--- config.mk ---
export PLATFORM = sky130hd
export DESIGN_NAME = inst_fetch_queue
export DESIGN_NICKNAME = d
export VERILOG_FILES = /design/src/rtl/inst_fetch_queue.sv
export SDC_FILE = /design/constraint.sdc
export NUM_CORES = 1
export LEC_CHECK = 0
export ABC_AREA = 1
export ABC_CLOCK_PERIOD_IN_PS = 9000
export CELL_PAD_IN_SITES_DETAIL_PLACEMENT = 0
export CELL_PAD_IN_SITES_GLOBAL_PLACEMENT = 1
export CORE_MARGIN = 2
export CORE_UTILIZATION = 30
export CTS_BUF_LIST = sky130_fd_sc_hd__clkbuf_8
export DETAILED_ROUTE_END_ITERATION = 10
export GPL_TIMING_DRIVEN = 0
export PLACE_DENSITY_LB_ADDON = 0.1
export RECOVER_POWER = 25
export SLEW_MARGIN = 5
export SYNTH_ARGS = -nofsm -noshare
export SYNTH_HDL_FRONTEND = slang
export SYNTH_SLANG_ARGS = --single-unit
export TNS_END_PERCENT = 5
--- constraint.sdc ---
create_clock -name clk -period 9 [get_ports clk]
set_input_delay 0.9 -clock clk [delete_from_list [all_inputs] [get_ports clk]]
set_output_delay 0.9 -clock clk [all_outputs]
set_load 0.02 [all_outputs]
--- src/rtl/inst_fetch_queue.sv ---
// Fetch-to-decode decoupling queue carrying PC, instruction and branch-prediction data.
// Optional same-cycle bypass of an empty queue is enabled with `define FETCH_QUEUE_BYPASS_EN.
module inst_fetch_queue #(
    parameter int unsigned DEPTH     = 8,
    parameter int unsigned PTR_WIDTH = 3,
    parameter int unsigned ADDR_W    = 32,
    parameter int unsigned INST_W    = 32,
    parameter int unsigned GHR_W     = 8
) (
    input  logic                 clk,
    input  logic                 rst,
    input  logic                 flush,
    input  logic                 push_valid,
    output logic                 push_ready,
    input  logic [ADDR_W-1:0]    push_pc,
    input  logic [INST_W-1:0]    push_inst,
    input  logic                 push_branch_taken,
    input  logic [GHR_W-1:0]     push_pht_index,
    output logic                 pop_valid,
    input  logic                 pop_ready,
    output logic [ADDR_W-1:0]    pc_out,
    output logic [INST_W-1:0]    inst_out,
    output logic                 is_branch_taken_out,
    output logic [GHR_W-1:0]     pht_index_out,
    input  logic                 is_next_delayslot,
    output logic                 is_current_delayslot,
    output logic [PTR_WIDTH:0]   count
);

    localparam int unsigned CNT_W = PTR_WIDTH + 1;
    localparam logic [CNT_W-1:0] FULL_CNT = CNT_W'(DEPTH);

    typedef struct packed {
        logic [ADDR_W-1:0] pc;
        logic [INST_W-1:0] inst;
        logic              taken;
        logic [GHR_W-1:0]  pht;
    } fq_entry_t;

    fq_entry_t            r_mem [DEPTH];
    logic [PTR_WIDTH-1:0] r_rp;
    logic [PTR_WIDTH-1:0] r_wp;
    logic [CNT_W-1:0]     r_count;
    logic                 r_ds;

    fq_entry_t w_push_entry;
    fq_entry_t w_head;
    logic      w_empty;
    logic      w_bypass;
    logic      w_bypass_take;
    logic      w_push_fire;
    logic      w_pop_fire;
    logic      w_push_wr;
    logic      w_pop_rd;

    assign w_push_entry = '{pc: push_pc, inst: push_inst, taken: push_branch_taken,
                            pht: push_pht_index};
    assign w_empty      = (r_count == '0);

`ifdef FETCH_QUEUE_BYPASS_EN
    // Empty queue forwards the incoming entry straight to the head outputs.
    assign w_bypass = w_empty && push_valid && !flush;
`else
    assign w_bypass = 1'b0;
`endif

    assign push_ready    = (r_count != FULL_CNT);
    assign pop_valid     = !w_empty || w_bypass;
    assign w_push_fire   = push_valid && push_ready;
    assign w_pop_fire    = pop_valid && pop_ready;
    assign w_bypass_take = w_bypass && pop_ready;

    // A bypassed entry consumed in the same cycle never touches storage or pointers.
    assign w_push_wr = w_push_fire && !w_bypass_take && !flush && !rst;
    assign w_pop_rd  = w_pop_fire && !w_bypass_take;

    // Head data: storage or bypass path, zeroed when nothing is presented.
    always_comb begin
        w_head               = w_bypass ? w_push_entry : r_mem[r_rp];
        pc_out               = '0;
        inst_out             = '0;
        is_branch_taken_out  = 1'b0;
        pht_index_out        = '0;
        if (pop_valid) begin
            pc_out              = w_head.pc;
            inst_out            = w_head.inst;
            is_branch_taken_out = w_head.taken;
            pht_index_out       = w_head.pht;
        end
    end

    assign is_current_delayslot = r_ds && pop_valid;
    assign count                = r_count;

    always_ff @(posedge clk) begin
        if (w_push_wr) begin
            r_mem[r_wp] <= w_push_entry;
        end
    end

    // Pointers, occupancy and delay-slot state.
    always_ff @(posedge clk) begin
        if (rst || flush) begin
            r_rp    <= '0;
            r_wp    <= '0;
            r_count <= '0;
            r_ds    <= 1'b0;
        end else begin
            if (w_push_wr) begin
                r_wp <= r_wp + PTR_WIDTH'(1);
            end
            if (w_pop_rd) begin
                r_rp <= r_rp + PTR_WIDTH'(1);
            end
            case ({w_push_wr, w_pop_rd})
                2'b10:   r_count <= r_count + CNT_W'(1);
                2'b01:   r_count <= r_count - CNT_W'(1);
                default: r_count <= r_count;
            endcase
            // Delay-slot flag waits for whichever instruction pops next.
            if (w_pop_fire) begin
                r_ds <= is_next_delayslot;
            end
        end
    end

endmodule

Word level (Yosys, flattened, before mapping)
Memory sizes are Yosys's and may differ from the RTL's. A register that Yosys moved wholly into a read port is not among the register bits.
Index checks and enable logic that the tools add are counted.
- add/sub/neg operators: 4
- equal/unequal tests: 3
- multiplexer cells: 9
- reductions and logical operators: 11
- operator list (kind ; number):
    two-way mux 32 bit ; 2
    two-way mux 8 bit ; 1
    case mux 4 bit (2 select lines) ; 1
    adder 3 x 1 -> 3 bit, second input constant ; 2
    two-way mux 3 bit ; 2
    logical AND 1 bit ; 5
    adder 4 x 1 -> 4 bit, second input constant ; 1
    zero test 4 bit ; 1
    != test 4 bit, second input constant ; 1
    subtractor 4 x 1 -> 4 bit, second input constant ; 1
    zero test 1 bit ; 3
    two-way mux 1 bit ; 3
    equality test 2 x 1 -> 1 bit, second input constant ; 1
    equality test 2 bit, second input constant ; 1
    nonzero test 2 bit ; 1
    logical OR 1 bit ; 1
- register bits after elaboration: 11
- RAM bits: 584
- input bits: 79
- output and inout port bits: 80
- word-level logic and storage cells: 32
- memories kept: 1
- memory list (name ; depth ; width ; read ports ; clocked after Yosys merged registers in ; wr ports ; line ; RTL):
    r_mem ; 8 ; 73 ; 1 ; 1 ; 1 ; 40 ; fq_entry_t r_mem [DEPTH];

Longest topological paths before layout
Gate-level depths: netlist of run 1.
- depth in word-level cells: 6
- mapped depth: 15
- depth with buffers taken out: 15

Least setup slack after synthesis of run 1
OpenSTA, ideal clock, no wires.
- path type: input to register
- start point: input flush
- end point: memory r_mem[0][0] in the netlist's numbering, enable pin
- setup time: 0.505 ns
- arrival: 4.571 ns
- data required time: 8.495 ns
- slack: 3.925 ns
- cell stages on the path: 5
- buffers on the path: 0
- path through: nor2_1 > inv_1 > nor2_1 > nand2_1 > nor2_1
- cells in the longest elaborated chain, start to end: 5
- RTL lines (element ; line ; RTL):
    start: declaration ; 12 ; input logic flush,
    zero test 1 bit ; 74 ; assign w_push_wr = w_push_fire && !w_bypass_take && !flush && !rst;
    logical AND 1 bit (2 in a row) ; 74 ;
    two-way mux 1 bit ; 96 ; if (w_push_wr) begin
    two-way mux 1 bit (not written as such) ; 97 ; r_mem[r_wp] <= w_push_entry;
    end: declaration ; 40 ;
Every way passes these cells.

==> flow_summary.rst, run 1 <==
.. list-table::
   :header-rows: 1

   * - Metric
     - Value
   * - Result of the run
     - finished, final reports clean
   * - Buffers added on ports
     - roughly 160
   * - Biggest area contributors in the synthesized netlist
     - sky130_fd_sc_hd__edfxtp_1 (74%), sky130_fd_sc_hd__nor2_1 (8.4%), sky130_fd_sc_hd__o21ai_0 (5.0%)
   * - Switching power total
     - between 1 and 1.5 mW
   * - Critical path peak fanout
     - 10
   * - Crit. End Element
     - output pin
   * - Worst clock skew
     - roughly 0.026 ns
   * - Number of clock sinks
     - around 600
   * - Setup bufs post-CTS
     - 0
   * - Die H
     - ~280 microns
   * - CORE AREA
     - 77700 sq um
   * - Routed via count divided by cell count
     - about 4.8
   * - Clk_lat worst skew
     - about 0.7 ns
   * - Combinational share of power
     - between 7 and 8%
   * - First-pass iteration count of the detailed router
     - 5
   * - Initial cell density of the core
     - 30.4%
   * - CTS Buffer Depth
     - 3
   * - Final setup fails
     - 0
   * - Leftover overflow at the end of global routing
     - 0
   * - Yosys warning total
     - 0
   * - CTS Root Buffer Type
     - sky130_fd_sc_hd__clkbuf_8
   * - Final HPWL DP
     - ~45000 microns
   * - Commonest non-fill, non-tap cell in the layout
     - sky130_fd_sc_hd__edfxtp_1
   * - Worst endpoint data arrival time
     - roughly 3.6 ns
   * - Post-layout worst setup margin
     - between 4 and 5 ns
   * - Proportion of synthesized chip area in sequential cells
     - about 75%
   * - RSZ-0062 raised after global routing
     - no
   * - Number of nets produced by synthesis
     - approximately 1900
   * - DRC marker count from the first detailed-route iteration
     - 1081
   * - Xor and xnor fraction of the mapped netlist area
     - less than 1%
   * - Required time of the critical path
     - roughly 8.1 ns
   * - Synth area leader
     - sky130_fd_sc_hd__edfxtp_1
   * - Total negative slack for setup checks
     - 0 ns
   * - Via count
     - ~15000
   * - Dominant combinational cell family by area after synthesis
     - compound AO/OA/AOI/OAI gates
   * - CP Class
     - flop to output pin
   * - WL final
     - 72100 microns
   * - Setup slack of the worst register-to-register path
     - 6.16 ns
   * - Post-cts repair resize count
     - 0
   * - Area share of fa/ha/maj cells after synthesis
     - less than 1%
   * - PwrDens
     - approximately 200 nW/um^2
   * - Pin slew with the least headroom to its limit
     - roughly 1.2 ns
   * - Maximum clock frequency
     - around 220 MHz
   * - Worst R2R Start
     - count[1]
   * - Category of the worst setup path launch point
     - flop
   * - Total power
     - about 5.8 mW
   * - Total Die Area
     - around 81000 sq um
   * - Post-synthesis register bit count
     - about 600
   * - Post-placement setup slack
     - just over 5 ns
   * - Slew Viols, Final
     - 0
   * - Fraction of synthesized cell area taken by the top area cell type
     - 74.2%
   * - Post-Syn Area per Cell
     - 12.9 sq um
   * - Hold Fails Final Rpt
     - 0
   * - Total routing usage reported by global routing
     - between 10% and 20%
   * - Cell internal pwr
     - roughly 4.4 mW
   * - Gate count of the mapped netlist
     - around 1800
   * - Global-route wire length before repair
     - approximately 100000 microns
   * - Antenna viol nets, final
     - 0
   * - Final-stage net count
     - 2205
   * - Netlist area before placement
     - approximately 24000 sq um
   * - Number of max-cap violations
     - 0
   * - Clock network fraction of design power
     - roughly two fifths
   * - Sequential share of power
     - between 50 and 60%
   * - TritonCTS clock tree
     - built
   * - Final Util
     - 37.3%
   * - Final critical-path share of the clock period
     - 50.3%
   * - IO Pins
     - 159
   * - Leakage power of the design
     - just under 10 nW
   * - Share of layout cells above drive strength 1
     - between 10% and 20%
   * - Number of global-route vias before repair
     - 15541
   * - Worst rel slew slack
     - ~22%
   * - Clock-pin slew on the worst setup and hold paths
     - 0.06 ns
   * - Worst Hold Slack
     - 0.459 ns
   * - Peak supply drop
     - between 0.1 and 0.15 mV
   * - Count of different cell masters after synthesis
     - 29
   * - Multiplexer area fraction after synthesis
     - 0%
   * - Number of antenna violations at the first check in global routing
     - 8
   * - Switching portion of total power
     - 24.0%
   * - Pin count of the biggest net entering global routing
     - 26
   * - Hold buffers post-CTS
     - 0
   * - Mean routed wirelength per cell
     - ~22 microns
   * - Shortest clock period the worst path allows after layout
     - between 4 and 5 ns
   * - Core Rows
     - 102
   * - TritonCTS buffer count
     - about 110
   * - RD Place Congestion
     - a little over 0.7
   * - DR DRC count
     - 0
   * - Startpoint of the worst hold path
     - r_ds
   * - Fraction of the mapped netlist area in compound gates
     - 10.9%
   * - Count of filler cells inserted in the layout
     - roughly 7500
   * - Post-synthesis simple-gate area fraction
     - 10.0%
   * - Commonest cells after routing, fill and taps aside
     - sky130_fd_sc_hd__edfxtp_1 (584), sky130_fd_sc_hd__nor2_1 (520), sky130_fd_sc_hd__o21ai_0 (234)
   * - Type of the tightest min-delay check
     - flop to flop
   * - X dimension of the die
     - about 280 microns
   * - Layout overhead on the synthesized area
     - 22.7%
   * - Deepest level of the CTS H-tree
     - 3
power groups by stage:
stage | sequential, mW | clock [mW] | combinational, mW
final | 3.08 | 2.30 | 0.437
after global routing | 3.08 | 2.49 | 0.479
after CTS | 3.08 | 2.38 | 0.451
after detailed placement | 3.14 | 0 | 0.450
after global placement | 3.14 | 0 | 0.443
after floorplan | 3.14 | 0 | 0.201
worst max-delay path, cell delays in order, from the launching register on:
cell and delay (ns):
sky130_fd_sc_hd__dfxtp_1 0.32, sky130_fd_sc_hd__clkbuf_1 0.86, sky130_fd_sc_hd__buf_1 0.54, sky130_fd_sc_hd__nor2_1 0.16, sky130_fd_sc_hd__nor2_1 0.35, sky130_fd_sc_hd__clkdlybuf4s50_1 0.69
synthesized netlist by cell type:
cell                         n
sky130_fd_sc_hd__a211oi_1    1
sky130_fd_sc_hd__a21oi_1     8
sky130_fd_sc_hd__a31oi_1     1
sky130_fd_sc_hd__and3_1      1
sky130_fd_sc_hd__buf_1       8
sky130_fd_sc_hd__buf_2      12
sky130_fd_sc_hd__buf_4      23
sky130_fd_sc_hd__buf_6      16
sky130_fd_sc_hd__buf_8       1
sky130_fd_sc_hd__clkbuf_1   48
sky130_fd_sc_hd__clkbuf_2   11
sky130_fd_sc_hd__clkinv_1    1
sky130_fd_sc_hd__dfxtp_1    14
sky130_fd_sc_hd__edfxtp_1  584
sky130_fd_sc_hd__ha_1        5
sky130_fd_sc_hd__inv_1      18
sky130_fd_sc_hd__inv_2       1
sky130_fd_sc_hd__nand2_1    91
sky130_fd_sc_hd__nand3_1     6
sky130_fd_sc_hd__nor2_1    528
sky130_fd_sc_hd__nor3_1      1
sky130_fd_sc_hd__nor3b_1     1
sky130_fd_sc_hd__o211ai_1   68
sky130_fd_sc_hd__o211ai_2    5
sky130_fd_sc_hd__o21ai_0   234
sky130_fd_sc_hd__o21ai_1    65
sky130_fd_sc_hd__o22ai_1    73
sky130_fd_sc_hd__xnor2_1     2
sky130_fd_sc_hd__xor2_1      1
registers in the layout (all words and copies together) (netlist names), named ones only:
signal / cells
r_rp: 3
r_ds: 1
r_wp: 3
count: 4
r_mem: 584
cells by family (layout without fill, tap and decap cells):
family                   after synthesis  in the layout
AND/OR/NAND/NOR                      628            628
AO/OA/AOI/OAI                        455            455
other                                  0              4
adder cells (fa/ha/maj)                5              5
XOR/XNOR                               3              3
buffers and inverters                139            505
flip-flops                           598            598
metal layers:
metal	GRT usage, %	vias up	wire [microns]
met3	3.24	106	3870
met4	5.30	4	1440
met1	23.3	7629	31800
met2	29.3	425	35000
met5	0	-	30
li1	-	7248	-
per-stage QoR:
| step | std cells | instance area, sq um |
|---|---|---|
| final | 3238 | 29000 |
| after global routing | 3236 | 29000 |
| after CTS | 3234 | 29000 |
| after detailed placement | 3051 | 27100 |
| after global placement | 3026 | 26500 |
| after floorplan | 1828 | 23600 |
path summary, 6_finish.rpt:
check                      to  depth (start not counted)
max reg2reg      r_mem[5][15]                          9
min                      r_ds                          2
max          pht_index_out[0]                          5
min reg2reg              r_ds                          2
area by class of cell:
type                    count  area [sq um]  area share [%]
flip-flops and latches    598         17800            61.5
plain buffers             119           693            2.39
well taps                1040          1300            4.49
diodes                      4          10.0          0.0345
multi-input cells        1091          5100            17.6
clock buffers             112          1540            5.32
clock inverters            71           347            1.20
repair buffers            183          2100            7.26
inverters                  20          75.1           0.259
(Power assumes the default switching activity.)
==> run 2, diff against run 1 <==
- ABC_CLOCK_PERIOD_IN_PS: 9000 -> 4100
- clock period: 9 -> 4.1 ns (I/O delays scaled with it)
==> run 2 against run 1 <==
  * Routed wire length barely moved
  * Utilization barely moved
  * Non-clock buffer count did not move
  * Die area did not move
  * Worst setup slack got worse by 4.2 ns
  * Final area barely moved
  * Power rose by 120%
  * Critical path depth rose by 2
  * Hold slack got worse by 0.086 ns
  * Clock-buffer cell count did not move
  * Register-to-register slack got worse by 4.9 ns
  * Global-route usage did not move
  * Critical endpoint is now pc_out[22]
==> flow_summary.rst, run 2 (synthesized netlist as in run 1, its figures left out) <==
.. list-table::
   :header-rows: 1

   * - Metric
     - Value
   * - PwrDens
     - roughly 440 nW/um^2
   * - Pin count of the biggest net entering global routing
     - 26
   * - Final std cell area, no fill
     - about 29000 sq um
   * - Antenna viol nets, final
     - 0
   * - Hold Fails Final Rpt
     - 0
   * - Largest delay share family, worst path
     - buffers and inverters
   * - Clk_lat worst skew
     - just over 0.7 ns
   * - Layout overhead on the synthesized area
     - 22.7%
   * - Clock network fraction of design power
     - roughly two fifths
   * - Required time of the critical path
     - 3.69 ns
   * - Deepest level of the CTS H-tree
     - 3
   * - Sequential share of power
     - 53.0%
   * - Mean routed wirelength per cell
     - approximately 22 microns
   * - Worst clock skew
     - approximately 0.025 ns
   * - WL final
     - slightly above 70000 microns
   * - Switching power total
     - roughly 3 mW
   * - Leftover overflow at the end of global routing
     - 0
   * - CTS Buffer Depth
     - 3
   * - Global-route wire length before repair
     - 105000 microns
   * - Routed via count divided by cell count
     - roughly 4.8
   * - Combinational share of power
     - under 10%
   * - Commonest cells after routing, fill and taps aside
     - sky130_fd_sc_hd__edfxtp_1 (584), sky130_fd_sc_hd__nor2_1 (520), sky130_fd_sc_hd__o21ai_0 (234)
   * - Peak supply drop
     - about 0.24 mV
   * - Final HPWL DP
     - roughly 45000 microns
   * - Number of max-cap violations
     - 0
   * - Shortest clock period the worst path allows after layout
     - around 3.9 ns
   * - Final setup fails
     - 0
   * - RSZ-0062 raised after global routing
     - no
   * - Critical-path top delay cell
     - sky130_fd_sc_hd__clkdlybuf4s50_1
   * - Type of the tightest min-delay check
     - primary input to flop
   * - Leakage power of the design
     - 9.61 nW
   * - Post-placement setup slack
     - around 0.62 ns
   * - Worst endpoint data arrival time
     - approximately 3.5 ns
   * - Maximum clock frequency
     - 259 MHz
   * - DR DRC count
     - 0
   * - Via count
     - around 15000
   * - TritonCTS clock tree
     - built
   * - Category of the worst setup path launch point
     - flop
   * - Slew Viols, Final
     - 0
   * - X dimension of the die
     - around 280 microns
   * - RD Place Congestion
     - 0.726
   * - Worst rel slew slack
     - roughly 43%
   * - Combined buffer and inverter count along the critical path
     - 3
   * - CTS Root Buffer Type
     - sky130_fd_sc_hd__clkbuf_8
   * - Commonest non-fill, non-tap cell in the layout
     - sky130_fd_sc_hd__edfxtp_1
   * - DRC marker count from the first detailed-route iteration
     - roughly 1100
   * - Critical path peak fanout
     - 10
   * - IO Pins
     - around 160
   * - TritonCTS buffer count
     - about 110
   * - Max incr delay on CP
     - approximately 0.7 ns
   * - Switching portion of total power
     - around a quarter
   * - Initial cell density of the core
     - a little under a third
   * - Final critical-path share of the clock period
     - a little over nine tenths
   * - Number of antenna violations at the first check in global routing
     - 8
   * - Cell internal pwr
     - ~9.7 mW
   * - Share of layout cells above drive strength 1
     - approximately a tenth
   * - Total routing usage reported by global routing
     - between 15 and 20%
   * - CORE AREA
     - around 78000 sq um
   * - Clock-pin slew on the worst setup and hold paths
     - 0.06 ns
   * - Cell Chain, Critical Path
     - clkinv_1 -> clkbuf_1 -> o21ai_0 -> o22ai_1 -> nor2_1 -> nor2_1 -> clkdlybuf4s50_1
   * - Number of flip-flops under the largest register name
     - 584
   * - Number of clock sinks
     - 598
   * - Final-stage net count
     - ~2200
   * - Post-layout worst setup margin
     - 0.236 ns
   * - Pin slew with the least headroom to its limit
     - between 0.8 and 0.9 ns
   * - Core Rows
     - between 100 and 150
   * - Result of the run
     - finished, final reports clean
   * - Die H
     - ~280 microns
   * - Setup bufs post-CTS
     - 0
   * - Post-detailed-placement cell area
     - roughly 27000 sq um
   * - CP Class
     - flop to output pin
   * - Buffers added on ports
     - between 150 and 200
   * - Most used cell, CP
     - sky130_fd_sc_hd__nor2_1
   * - Largest register by flop count
     - r_mem
   * - Number of global-route vias before repair
     - approximately 16000
   * - Crit. End Element
     - output pin
   * - Total Die Area
     - just over 80000 sq um
   * - First-pass iteration count of the detailed router
     - 8
## run 2: cell counts in the layout (fill, tap and decap cells not counted)
Identical to the previous run, type by type.
## run 2: layout make-up
cell class	count	area (sq um)
Fill cell	7497	48700
Multi-Input combinational cell	1091	5100
Buffer	119	697
Antenna cell	4	10.0
Sequential cell	598	17800
Clock inverter	71	347
Inverter	20	75.1
Clock buffer	112	1540
Tap cell	1040	1300
Timing Repair Buffer	183	2100
## run 2: per-layer routing
metal  up-vias  track usage [%]  wire [microns]
met5         -                0              30
met4         4             5.30            1430
met3       104             3.24            4080
met2       459             29.3           35000
met1      7590             23.3           31600
li1       7248                -               -
## run 2: worst reg2reg max path, stage by stage, from the launching register on
cell and delay (ns):
sky130_fd_sc_hd__dfxtp_1 0.41, sky130_fd_sc_hd__nor2_1 0.11, sky130_fd_sc_hd__nand3_1 0.09, sky130_fd_sc_hd__nand2_1 0.14, sky130_fd_sc_hd__nor2_1 0.19, sky130_fd_sc_hd__nand2_1 0.26, sky130_fd_sc_hd__nor2_4 0.58, sky130_fd_sc_hd__buf_12 0.29
sky130_fd_sc_hd__buf_12 0.22, sky130_fd_sc_hd__buf_12 0.21
## run 2: path summary, 6_finish.rpt
| path | start | to | slack [ns] | cells after the start |
|---|---|---|---|---|
| setup reg to reg | count[1] | r_mem[5][15] | 1.26 | 9 |
| hold reg to reg | r_ds | r_ds | 0.46 | 2 |
| setup / recovery | flop | pc_out[22] | 0.24 | 7 |
| hold / removal | is_next_delayslot | r_ds | 0.37 | 3 |
## run 2: power by group through the flow
| stage | combinational [mW] | sequential, mW | clock (mW) |
|---|---|---|---|
| CTS | 0.991 | 6.76 | 5.23 |
| global placement | 0.973 | 6.89 | 0 |
| finish | 0.960 | 6.76 | 5.04 |
| floorplan | 0.442 | 6.89 | 0 |
| global route | 1.05 | 6.76 | 5.47 |
| detailed placement | 0.987 | 6.88 | 0 |
## run 2: repair_timing
action	4_1_cts	5_1_grt
pin swaps	0	0
hold buffers	0	0
gates resized for setup	1	5
setup endpoints to repair	3	3
## run 2: metrics by stage
step           std cells  power [mW]  setup TNS, ns  hold slack [ns]  utilization [%]
3_3_place_gp        3026        7.86       -2720.24            0.456             34.1
5_1_grt             3236        13.3              0            0.354             37.3
2_1_floorplan       1828        7.33        -416.64            0.429                -
6_report            3238        12.8              0            0.373             37.3
4_1_cts             3234        13.0              0            0.310             37.3
3_5_place_dp        3051        7.87              0            0.455             34.9
==> run 3, diff against run 2 <==
==> constraint.sdc (replaced) <==
create_clock -name clk -period 4.1 [get_ports clk]
set_input_delay 0.82 -clock clk [delete_from_list [all_inputs] [get_ports clk]]
set_output_delay 0.82 -clock clk [all_outputs]
set_load 0.02 [all_outputs]
==> run 3 against run 2 <==
  * Non-clock buffer count is the same
  * First-iteration DRC count grew 2.7%
  * Clock power is essentially flat
  * Fmax shrank 1.6%
  * Via count is essentially flat
  * Hold slack gained 0.086 ns
  * Final cell count is essentially flat
  * Sequential power is essentially flat
  * Combinational power grew 0.7%
  * Critical path type unchanged
  * Highest routed layer unchanged
==> flow_summary.rst, run 3 (synthesized netlist as in run 1, its figures left out) <==
.. list-table::
   :header-rows: 1

   * - Metric
     - Value
   * - Critical path peak fanout
     - 10
   * - Switching power total
     - 3.06 mW
   * - Hold Fails Final Rpt
     - 0
   * - Routed via count divided by cell count
     - approximately 4.8
   * - Largest register by flop count
     - r_mem
   * - TritonCTS buffer count
     - ~110
   * - Cell internal pwr
     - about 9.7 mW
   * - Shortest clock period the worst path allows after layout
     - around 3.9 ns
   * - Result of the run
     - finished, final reports clean
   * - Final HPWL DP
     - 45100 microns
   * - Crit. End Element
     - output pin
   * - Hold buffers post-CTS
     - 0
   * - DR DRC count
     - 0
   * - Die H
     - around 280 microns
   * - Number of max-cap violations
     - 0
   * - IO Pins
     - ~160
   * - Core Rows
     - about 100
   * - Slew Viols, Final
     - 0
   * - Type of the tightest min-delay check
     - flop to flop
   * - Setup slack of the worst register-to-register path
     - between 1 and 1.5 ns
   * - Total power
     - 12.8 mW
   * - Final setup fails
     - 0
   * - Global-route wire length before repair
     - roughly 100000 microns
   * - Worst rel slew slack
     - 44.6%
   * - Total Die Area
     - just over 80000 sq um
   * - CP Class
     - flop to output pin
   * - Clock network fraction of design power
     - roughly two fifths
   * - Number of flip-flops under the largest register name
     - roughly 580
   * - Peak supply drop
     - approximately 0.24 mV
   * - TritonCTS clock tree
     - built
   * - RSZ-0062 raised after global routing
     - yes
   * - Maximum clock frequency
     - between 200 and 300 MHz
   * - Setup bufs post-CTS
     - 0
   * - Initial cell density of the core
     - between 30% and 40%
   * - Commonest cells after routing, fill and taps aside
     - sky130_fd_sc_hd__edfxtp_1 (584), sky130_fd_sc_hd__nor2_1 (515), sky130_fd_sc_hd__o21ai_0 (234)
   * - Total negative slack for setup checks
     - 0 ns
   * - Switching portion of total power
     - 24.0%
   * - RD Place Congestion
     - a little over 0.7
   * - CTS Root Buffer Type
     - sky130_fd_sc_hd__clkbuf_8
   * - CORE AREA
     - 77700 sq um
   * - DRC marker count from the first detailed-route iteration
     - 1084
   * - Leakage power of the design
     - around 9.7 nW
   * - CTS Buffer Depth
     - 3
   * - WL final
     - about 70000 microns
   * - Pin count of the biggest net entering global routing
     - 26
   * - Number of global-route vias before repair
     - approximately 16000
   * - Buffers added on ports
     - approximately 160
   * - Number of antenna violations at the first check in global routing
     - 8
   * - Total routing usage reported by global routing
     - ~18%
   * - Mean routed wirelength per cell
     - 22.2 microns
   * - Commonest non-fill, non-tap cell in the layout
     - sky130_fd_sc_hd__edfxtp_1
   * - Number of clock sinks
     - 598
   * - Deepest level of the CTS H-tree
     - 3
   * - Final-stage net count
     - about 2200
   * - Leftover overflow at the end of global routing
     - 0
   * - Required time of the critical path
     - 3.28 ns
   * - Via count
     - approximately 15000
   * - Sequential share of power
     - around 53%
   * - Combinational share of power
     - around 7.6%
   * - First-pass iteration count of the detailed router
     - 7
   * - PwrDens
     - between 400 and 500 nW/um^2
   * - Worst endpoint data arrival time
     - between 3 and 4 ns
   * - Worst clock skew
     - 0.0243 ns
   * - Pin slew with the least headroom to its limit
     - 0.829 ns
   * - Antenna viol nets, final
     - 0
   * - Clock-pin slew on the worst setup and hold paths
     - roughly 0.06 ns
   * - Final critical-path share of the clock period
     - a little over nine tenths
   * - Share of layout cells above drive strength 1
     - 12.1%
   * - Layout overhead on the synthesized area
     - 23.0%
   * - X dimension of the die
     - ~280 microns
   * - Clk_lat worst skew
     - approximately 0.7 ns
   * - Category of the worst setup path launch point
     - flop
[run 3: metrics by stage]
step	utilization, %	area, sq um	worst slack (ns)	hold slack, ns	cells
3_3_place_gp	34.1	26500	-5.48	0.456	3026
4_1_cts	37.4	29000	0.00406	0.464	3234
3_5_place_dp	34.9	27100	0.214	0.455	3051
2_1_floorplan	-	23600	-0.895	0.429	1828
6_report	37.4	29100	0.175	0.459	3239
5_1_grt	37.4	29100	-0.0240	0.477	3236
[run 3: power groups by stage]
stage / sequential (mW) / clock (mW) / combinational, mW
finish: 6.76 / 5.04 / 0.967
global route: 6.76 / 5.47 / 1.06
CTS: 6.76 / 5.23 / 0.996
detailed placement: 6.88 / 0 / 0.987
global placement: 6.89 / 0 / 0.973
floorplan: 6.89 / 0 / 0.442
[run 3: critical path, stage by stage, from the launching register on]
cell and delay, ns:
sky130_fd_sc_hd__dfxtp_1 0.35, sky130_fd_sc_hd__inv_2 0.11, sky130_fd_sc_hd__buf_6 0.20, sky130_fd_sc_hd__buf_6 0.25
sky130_fd_sc_hd__buf_6 0.22, sky130_fd_sc_hd__nor2_1 0.05, sky130_fd_sc_hd__o22ai_1 0.17, sky130_fd_sc_hd__nor2_1 0.06
sky130_fd_sc_hd__nor2_1 0.31, sky130_fd_sc_hd__clkdlybuf4s50_1 0.67
[run 3: cell type report]
cell class	count	area [sq um]
antenna	5	12.5
buffer	119	746
clock buffer	112	1540
clock inverter	71	347
fill	7490	48700
inverter	20	76.3
multi-input combinational	1091	5110
sequential	598	17800
tap	1040	1300
timing repair buffer	183	2100
[run 3: what timing repair did]
action | CTS | global route
resized for setup | 35 | 12
endpoints found under the setup margin | 73 | 12
hold endpoints to repair | 0 | 0
[run 3: path summary, 6_finish.rpt]
kind                  from           end  cells after the start
setup reg to reg  count[1]  r_mem[5][15]                      9
hold / removal        r_ds          r_ds                      2
hold reg to reg       r_ds          r_ds                      2
setup / recovery      flop     pc_out[0]                      9
[run 3: per-layer routing]
layer	part of all wire (%)	GRT usage [%]
met1	44	23.2
met5	0.042	0
met2	48	29.3
met4	2.0	5.30
met3	5.3	3.31
